### src/rtl/openram_march_bist.sv
// March C- built-in self-test sequencer for port 0 of one OpenRAM macro.
// Issues one SRAM operation per cycle and compares read data through a
// 1-deep pipeline. Reports pass/fail, a saturating mismatch count and the
// first failing address/element.
module openram_march_bist #(
   parameter int ADDR_SIZE   = 8,
   parameter int DATA_SIZE   = 32,
   parameter int WMASK_SIZE  = 4,
   parameter int SELECT_SIZE = 4,
   parameter int MAX_CHIPS   = 16
) (
   input  logic                   clk,
   input  logic                   resetn,
   input  logic                   start,
   input  logic                   abort,
   input  logic [SELECT_SIZE-1:0] chip_sel,
   input  logic [ADDR_SIZE-1:0]   addr_max,
   input  logic [DATA_SIZE-1:0]   pattern,
   input  logic [DATA_SIZE-1:0]   sram_dout,
   output logic [SELECT_SIZE-1:0] sel_o,
   output logic [ADDR_SIZE-1:0]   addr0,
   output logic [DATA_SIZE-1:0]   din0,
   output logic                   web0,
   output logic [WMASK_SIZE-1:0]  wmask0,
   output logic [MAX_CHIPS-1:0]   csb0,
   output logic                   busy,
   output logic                   done,
   output logic                   pass,
   output logic [7:0]             fail_count,
   output logic [ADDR_SIZE-1:0]   fail_addr,
   output logic [2:0]             fail_elem
);

   typedef enum logic [1:0] {
      S_IDLE  = 2'd0,
      S_RUN   = 2'd1,
      S_FLUSH = 2'd2,
      S_DONE  = 2'd3
   } state_t;

   // Element index 0..5 is M0..M5; 6 means every op has been issued.
   localparam logic [2:0]           ELEM_END = 3'd6;
   localparam logic [MAX_CHIPS-1:0] CHIP_ONE = MAX_CHIPS'(1);

   state_t                 state_q, state_d;

   // Latched test configuration
   logic [ADDR_SIZE-1:0]   addr_max_q;
   logic [DATA_SIZE-1:0]   pattern_q;

   // March position: element, address, op within the element
   logic [2:0]             elem_q, elem_d;
   logic [ADDR_SIZE-1:0]   addr_q, addr_d;
   logic                   phase_q, phase_d;

   // Op to register onto the SRAM bus this cycle
   logic                   issue;
   logic                   issue_we;
   logic [DATA_SIZE-1:0]   issue_data;
   logic                   start_accept;

   // Compare pipeline for the read issued on the previous edge
   logic                   cmp_valid;
   logic [DATA_SIZE-1:0]   cmp_exp;
   logic [ADDR_SIZE-1:0]   cmp_addr;
   logic [2:0]             cmp_elem;

   // Every issued write covers the full word.
   assign wmask0 = '1;

   assign start_accept = start && !abort && (state_q == S_IDLE || state_q == S_DONE);

   // State register
   always_ff @(posedge clk or negedge resetn) begin
      // NOTE: sequential state uses non-blocking assignments so every flop samples pre-edge values.
      if (!resetn) state_q <= S_IDLE;
      else         state_q <= state_d;
   end

   // Next-state, op selection and march counter advance
   always_comb begin
      // NOTE: every signal gets a default first so no path leaves it unassigned (no latch).
      state_d    = state_q;
      elem_d     = elem_q;
      addr_d     = addr_q;
      phase_d    = phase_q;
      issue      = 1'b0;
      issue_we   = 1'b0;
      issue_data = pattern_q;

      case (state_q)
         S_IDLE, S_DONE: begin
            if (start) begin
               state_d = S_RUN;
               elem_d  = 3'd0;
               addr_d  = '0;
               phase_d = 1'b0;
            end
         end

         S_RUN: begin
            if (elem_q == ELEM_END) begin
               state_d = S_FLUSH;
            end else begin
               issue = 1'b1;
               if (!phase_q) begin
                  // First op of the element: M0 writes "0", others read.
                  issue_we   = (elem_q == 3'd0);
                  issue_data = (elem_q == 3'd2 || elem_q == 3'd4) ? ~pattern_q : pattern_q;
               end else begin
                  // Second op is always a write of the complement of the read value.
                  issue_we   = 1'b1;
                  issue_data = (elem_q == 3'd1 || elem_q == 3'd3) ? ~pattern_q : pattern_q;
               end

               if (!phase_q && elem_q != 3'd0 && elem_q != 3'd5) begin
                  phase_d = 1'b1;
               end else begin
                  phase_d = 1'b0;
                  if (elem_q == 3'd3 || elem_q == 3'd4) begin
                     // Descending element: stop at address 0.
                     if (addr_q == '0) begin
                        elem_d = elem_q + 3'd1;
                        addr_d = (elem_q == 3'd3) ? addr_max_q : '0;
                     end else begin
                        addr_d = addr_q - ADDR_SIZE'(1);
                     end
                  end else begin
                     // Ascending element: stop at addr_max.
                     if (addr_q == addr_max_q) begin
                        elem_d = elem_q + 3'd1;
                        addr_d = (elem_q == 3'd2) ? addr_max_q : '0;
                     end else begin
                        addr_d = addr_q + ADDR_SIZE'(1);
                     end
                  end
               end
            end
         end

         S_FLUSH: state_d = S_DONE;

         default: state_d = S_IDLE;
      endcase

      if (abort) state_d = S_IDLE;
   end

   // March counters and latched configuration
   always_ff @(posedge clk or negedge resetn) begin
      if (!resetn) begin
         elem_q     <= 3'd0;
         addr_q     <= '0;
         phase_q    <= 1'b0;
         addr_max_q <= '0;
         pattern_q  <= '0;
         sel_o      <= '0;
      end else begin
         elem_q  <= elem_d;
         addr_q  <= addr_d;
         phase_q <= phase_d;
         if (start_accept) begin
            addr_max_q <= addr_max;
            pattern_q  <= pattern;
            sel_o      <= chip_sel;
         end
      end
   end

   // SRAM port-0 bus: one registered op per cycle, idle otherwise
   always_ff @(posedge clk or negedge resetn) begin
      if (!resetn) begin
         csb0  <= '1;
         web0  <= 1'b1;
         addr0 <= '0;
         din0  <= '0;
      end else if (abort || !issue) begin
         csb0 <= '1;
         web0 <= 1'b1;
      end else begin
         csb0  <= ~(CHIP_ONE << sel_o);
         web0  <= ~issue_we;
         addr0 <= addr_q;
         din0  <= issue_data;
      end
   end

   // Read-compare pipeline and result reporting
   always_ff @(posedge clk or negedge resetn) begin
      if (!resetn) begin
         cmp_valid  <= 1'b0;
         cmp_exp    <= '0;
         cmp_addr   <= '0;
         cmp_elem   <= 3'd0;
         busy       <= 1'b0;
         done       <= 1'b0;
         pass       <= 1'b0;
         fail_count <= 8'd0;
         fail_addr  <= '0;
         fail_elem  <= 3'd0;
      end else if (abort) begin
         // Abandon the test; the failure record so far is kept.
         cmp_valid <= 1'b0;
         busy      <= 1'b0;
         done      <= 1'b0;
      end else begin
         cmp_valid <= issue && !issue_we;
         cmp_exp   <= issue_data;
         cmp_addr  <= addr_q;
         cmp_elem  <= elem_q;

         if (cmp_valid && sram_dout != cmp_exp) begin
            if (fail_count != 8'hFF) fail_count <= fail_count + 8'd1;
            if (fail_count == 8'd0) begin
               fail_addr <= cmp_addr;
               fail_elem <= cmp_elem;
            end
         end

         if (start_accept) begin
            busy       <= 1'b1;
            done       <= 1'b0;
            pass       <= 1'b0;
            fail_count <= 8'd0;
            fail_addr  <= '0;
            fail_elem  <= 3'd0;
         end

         if (state_q == S_FLUSH) begin
            busy <= 1'b0;
            done <= 1'b1;
            pass <= (fail_count == 8'd0);
         end
      end
   end

endmodule
### config.mk
export PLATFORM = sky130hd
export DESIGN_NAME = openram_march_bist
export DESIGN_NICKNAME = d
export VERILOG_FILES = /design/src/rtl/openram_march_bist.sv
export SDC_FILE = /design/constraint.sdc
export NUM_CORES = 1
export LEC_CHECK = 0
export CAP_MARGIN = 20
export CORE_ASPECT_RATIO = 2
export CORE_MARGIN = 2
export CORE_UTILIZATION = 54
export DETAILED_ROUTE_END_ITERATION = 10
export PLACE_DENSITY_LB_ADDON = 0.05
export SYNTH_ARGS = -nofsm -noshare
export SYNTH_HDL_FRONTEND = slang
export SYNTH_SLANG_ARGS = --single-unit
### constraint.sdc
create_clock -name clk -period 4.67 [get_ports clk]
set_clock_uncertainty 0.05 [all_clocks]
set_input_delay 1.401 -clock clk [delete_from_list [all_inputs] [get_ports clk]]
set_output_delay 1.401 -clock clk [all_outputs]
set_load 0.01 [all_outputs]
==> results.json, run 1 <==
{
  "chipWidth_um": 92.6,
  "status": "complete, no violations",
  "power-per-cell-area_nw_per_um2": 550,
  "gp_congestion": 0.889,
  "wirelength_mm": 21.7,
  "critPathKind": "input port to flip-flop",
  "slowest_delay_ns": 0.55,
  "setup_viol": 0,
  "start_util": 0.552,
  "worstSkewPairLatency_ns": 0.43,
  "remaining_drc_errors": 0,
  "crit_path_cell_trace": "clkdlybuf4s50_1 > xnor2_1 > nand4_1 > nor4_1 > nand2_1 > and3_1 > mux2i_1",
  "synth.yosys.seq_area_share": 0.536,
  "track_usage": 0.272,
  "ioPinCount": 167,
  "viasPerCell": 5.50,
  "max_slew_margin": 0.396,
  "grt_setup_unrepaired": "no",
  "drive_gt1_frac": 0.151,
  "nets": 1043,
  "drtIter0Drc": 351,
  "worst_slew_pin_slew_ns": 0.898,
  "final_cell_mix": "nand2_1, dfrtp_1, clkdlybuf4s50_1",
  "io_buffers": 162,
  "arrival_ns": 3.63,
  "period_share": 0.728,
  "netlist_instances": 801,
  "coreArea_um2": 15400,
  "ys_types": 53,
  "die_area_um2": 16800,
  "ys_ff_latch": 181,
  "avgRoutedWirePerCell_um": 18.7,
  "cts_buffers": 17,
  "avgSynthCellArea_um2": 10.6,
  "final_cell_count_no_fill": 1163,
  "cp-start-kind": "input port",
  "cts_hold_buf": 0,
  "grt_max_degree": 96,
  "clock_path_buffers": 2,
  "yosys.area.top_type": "dfrtp_1",
  "clkTransAtPathRegs_ns": 0.07,
  "vias": 6397,
  "cts_resized": 0,
  "timing.fmax_ghz": 0.294,
  "antenna_found_initial": 1,
  "fillers": 1192,
  "dp_hpwl_mm": 15.4,
  "postRouteAntennaNets": 0,
  "grt_pass1_vias": 6985,
  "netlist_area_um2": 8480,
  "grt_pass1_wl_mm": 35.4,
  "synth_ff_type": "dfrtp_1",
  "hold_path.class": "flip-flop to flip-flop",
  "setup_tns_ns": 0,
  "async_reset_ff_frac": 1.00,
  "synth_edf_count": 0,
  "cts_root_buf": "clkbuf_16",
  "cts_tree": "done",
  "firstDrtPassIters": 6,
  "crit_path_end_kind": "flip-flop",
  "h-tree-depth": 4,
  "dp_cells": 1129,
  "yosysTopAreaCellShare": 0.484,
  "num_rows": 64,
  "yosys_warnings": 0,
  "finalHoldViolations": 0,
  "cts_setup_buffers": 0,
  "leakagePower_nw": 4.78,
  "cap_viol_max_count": 0,
  "die_h_um": 181,
  "post-route-util": 0.706,
  "syn2layout_area_growth_pct": 27.9,
  "netlist_top_cells_area": "dfrtp_1, mux2_2, nand2_1",
  "drv_slew": 0,
  "grt-ovfl-total": 0,
  "period_minus_slack_ns": 3.40,
  "vdd_drop_max_mv": 0.351,
  "crit_path_max_fanout": 11,
  "path_buf_inv": 1,
  "cp.required_ns": 4.90,
  "slowest_stage": "nor4_1",
  "path_delay_family": "simple AND/OR/NAND/NOR gates",
  "layout_commonest_cell": "nand2_1",
  "cts.sinks": 181
}
==> final cells by class <==
class                           instances  area [um2]  area share
Antenna cell                            1        2.50    0.000231
Clock buffer                           19         433      0.0399
Clock inverter                         13         124      0.0114
Inverter                               14        52.6     0.00484
Multi-Input combinational cell        561        3680       0.339
Sequential cell                       181        4550       0.419
Tap cell                              198         248      0.0228
Timing Repair Buffer                  176        1760       0.162
==> metrics by stage <==
step           instance area, um2  setup slack [ns]  hold slack (ns)  total power (W)
2_1_floorplan                8500              1.94            0.400          0.00373
3_3_place_gp                10300             0.905            0.413          0.00452
3_5_place_dp                10300             0.876            0.422          0.00460
4_1_cts                     10800              1.31            0.440          0.00601
5_1_grt                     10800              1.26            0.471          0.00632
6_report                    10800              1.27            0.441          0.00597
==> flip-flops by register name, indices dropped and copies added (netlist names), 4 cells and up <==
signal	cells
addr_max_q	8
fail_count	8
fail_addr	8
addr0	8
csb0	16
pattern_q	32
sel_o	4
cmp_exp	32
din0	32
cmp_addr	8
addr_q	8
==> tightest hold or removal path: stages, from the launching register on <==
cell and delay (ns):
dfrtp_1 0.34, nand2_1 0.05, o21ai_0 0.06
==> power breakdown <==
part / internal [W] / total, W / leakage, nW / switching [W]
Combinational: 0.00107 / 0.00208 / 2.21 / 0.00101
Sequential: 0.00208 / 0.00251 / 2.29 / 0.000422
Clock: 0.000744 / 0.00137 / 0.270 / 0.000631
Total: 0.00390 / 0.00597 / 4.78 / 0.00206
==> worst paths after layout <==
check,slack (ns),depth (start not counted),startpoint,end
worst max-delay path,1.27,7,sram_dout[2],fail_addr[6]$_DFFE_PN0P_
worst min-delay path,0.44,2,cmp_addr[2]$_DFFE_PN0N_,cmp_addr[2]$_DFFE_PN0N_
worst max register to register,1.83,5,addr_q[3]$_DFFE_PN0P_,elem_q[0]$_DFFE_PN0P_
worst min register to register,0.44,2,cmp_addr[2]$_DFFE_PN0N_,cmp_addr[2]$_DFFE_PN0N_
max in group asynchronous,2.61,2,resetn,csb0[15]$_DFF_PN1_
min in group asynchronous,1.00,1,resetn,addr_max_q[5]$_DFFE_PN0P_
==> cells in the mapped netlist, types with 6 or more instances <==
cell type  number
dfstp_2        17
mux2i_1        18
o21ai_0        18
nand4_1        14
mux2_2         72
nand2_1       209
ha_1           12
xor2_1          7
nor4_1          7
dfrtp_1       164
nand2b_1        9
and3_1          6
inv_1          14
clkbuf_1       30
a31oi_1        10
nand3_1        15
nor2_1         24
a21oi_1        12
xnor2_1        75
==> metal layers <==
layer,share of wire,vias to the layer above,track usage,routed length (um)
met4,0.025,0,0.101,553
met1,0.35,3217,0.284,7530
li1,-,2978,-,-
met2,0.59,174,0.526,12800
met3,0.041,28,0.0475,892
met5,0,-,0,0
==> cells by family after synthesis <==
logic type,after synthesis,share of synthesized area
and+or+nand+nor,304,0.157
other,1,0.000442
buffers and inverters,62,0.0330
xor gates and xnor gates,82,0.0846
AOI/OAI and AO/OA,69,0.0543
adders and majority gates,12,0.0177
DFF,181,0.536
muxes,90,0.117
Power figures use the tool's default switching activity.
==> run 2: changes to the inputs <==
--- a/config.mk
+++ b/config.mk
@@ -8,7 +8,7 @@
 export CAP_MARGIN = 20
 export CORE_ASPECT_RATIO = 2
 export CORE_MARGIN = 2
-export CORE_UTILIZATION = 54
+export CORE_UTILIZATION = 47
 export DETAILED_ROUTE_END_ITERATION = 10
 export PLACE_DENSITY_LB_ADDON = 0.05
 export SYNTH_ARGS = -nofsm -noshare
==> constraint.sdc (replaced) <==
create_clock -name clk -period 2.8 [get_ports clk]
set_clock_uncertainty 0.05 [all_clocks]
set_input_delay 0.84 -clock clk [delete_from_list [all_inputs] [get_ports clk]]
set_output_delay 0.84 -clock clk [all_outputs]
set_load 0.01 [all_outputs]
==> run 2 against run 1 <==
Net effect:
- first-iteration DRC count fell by 26%
- critical path depth rose by 3
- design area rose by 2.1%
- total power rose by 69%
- critical path type unchanged
- highest routed layer unchanged
- global-route usage fell by 3.3 points
- routed wire length rose by 1.8%
==> results.json, run 2 (synthesized netlist as in run 1, its figures left out) <==
{
  "status": "complete, no violations",
  "power-per-cell-area_nw_per_um2": 911,
  "crit_top_cell": "buf_4",
  "finalHoldViolations": 0,
  "grt_pass1_wl_mm": 36.2,
  "chipWidth_um": 99.0,
  "clock_path_buffers": 2,
  "die_h_um": 194,
  "period_minus_slack_ns": 2.55,
  "register_area_um2": 4550,
  "remaining_drc_errors": 0,
  "nets": 1063,
  "drtIter0Drc": 258,
  "fillers": 1509,
  "ioPinCount": 167,
  "crit_path_end_kind": "flip-flop",
  "worst_slew_pin_slew_ns": 0.686,
  "dp_hpwl_mm": 16.2,
  "cts_root_buf": "clkbuf_16",
  "viasPerCell": 5.37,
  "whs_ns": 0.312,
  "dp_cells": 1165,
  "hold_path.class": "input port to async pin",
  "antenna_found_initial": 0,
  "grt_setup_unrepaired": "no",
  "wirelength_mm": 22.1,
  "clkTransAtPathRegs_ns": 0.06,
  "slowest_delay_ns": 0.47,
  "vdd_drop_max_mv": 0.612,
  "io_buffers": 162,
  "drv_slew": 0,
  "grt-ovfl-total": 0,
  "layout_commonest_cell": "nand2_1",
  "cts_buffers": 17,
  "firstDrtPassIters": 4,
  "period_share": 0.911,
  "final_cell_mix": "nand2_1, dfrtp_1, clkdlybuf4s50_1",
  "avgRoutedWirePerCell_um": 18.5,
  "cp.required_ns": 3.09,
  "leakagePower_nw": 4.90,
  "die_area_um2": 19200,
  "timing.fmax_ghz": 0.392,
  "vias": 6423,
  "cap_viol_max_count": 0,
  "drive_gt1_frac": 0.169,
  "start_util": 0.479,
  "slowest_stage": "clkdlybuf4s50_1",
  "cts.sinks": 181,
  "coreArea_um2": 17700,
  "crit_path_max_fanout": 11,
  "postRouteAntennaNets": 0,
  "worstSkewPairLatency_ns": 0.42,
  "grt_pass1_vias": 7110,
  "arrival_ns": 2.84,
  "syn2layout_area_growth_pct": 30.6,
  "critPathKind": "input port to flip-flop",
  "grt_max_degree": 52,
  "max_slew_margin": 0.538,
  "track_usage": 0.239,
  "cts_resized": 0,
  "setup_viol": 0,
  "antennaDiodeCount": 0,
  "multi_input_area_um2": 3680,
  "cts_tree": "done",
  "final_cell_count_no_fill": 1197,
  "cp-start-kind": "input port",
  "gp_congestion": 0.918,
  "top_regs": "cmp_exp (32), din0 (32), pattern_q (32)",
  "h-tree-depth": 4,
  "crit_path_cell_trace": "clkdlybuf4s50_1 > xnor2_1 > buf_4 > nand4_1 > nor4_1 > buf_4 > nand2_1 > and3_1 > buf_12 > mux2i_1",
  "cts_hold_buf": 0,
  "num_rows": 69,
  "cts_setup_buffers": 0
}
run 2: layout make-up:
cell class                 count  share of cell area
clock inverter                10             0.00892
sequential                   181               0.411
timing repair buffer         196               0.177
tap                          213              0.0241
multi-input combinational    561               0.332
inverter                      14             0.00474
clock buffer                  22              0.0428
run 2: where the power goes:
part	leakage, nW	switching, W	total, W	internal (W)
sequential	2.29	0.000680	0.00416	0.00348
clock	0.277	0.00102	0.00233	0.00130
combinational	2.33	0.00172	0.00360	0.00188
total	4.90	0.00342	0.0101	0.00667
run 2: worst max-delay path, delay by kind of cell:
kind,cells,cell delay [ns]
buffers and inverters,4,0.94
XOR/XNOR,1,0.12
multiplexers,1,0.16
AND/OR/NAND/NOR,4,0.76
run 2: metal layers:
metal / global-route usage / share of wire / vias up
li1: - / - / 3011
met5: 0 / 0 / -
met1: 0.248 / 0.36 / 3210
met4: 0.0786 / 0.021 / 0
met2: 0.462 / 0.58 / 172
met3: 0.0472 / 0.040 / 30
run 2: path summary, 6_finish.rpt:
kind	from	to	slack [ns]	cells after the start
max in group asynchronous	resetn	din0[28]$_DFFE_PN0N_	1.71	2
hold / removal	resetn	elem_q[1]$_DFFE_PN0P_	0.31	1
setup / recovery	sram_dout[1]	fail_elem[1]$_DFFE_PN0P_	0.25	10
min in group clk	din0[31]$_DFFE_PN0N_	din0[31]$_DFFE_PN0N_	0.43	2
hold reg to reg	din0[31]$_DFFE_PN0N_	din0[31]$_DFFE_PN0N_	0.43	2
setup reg to reg	elem_q[0]$_DFFE_PN0P_	cmp_exp[26]$_DFFE_PN0N_	0.34	8
run 2: metrics by stage:
stage	util	power (W)	setup WS, ns	setup TNS [ns]	cell area (um2)
floorplan	-	0.00622	0.621	0	8500
global placement	0.594	0.00772	-0.184	-3.02	10500
detailed placement	0.594	0.00784	-0.221	-3.38	10500
CTS	0.626	0.0102	0.228	0	11100
global route	0.626	0.0107	0.0702	0	11100
finish	0.626	0.0101	0.249	0	11100
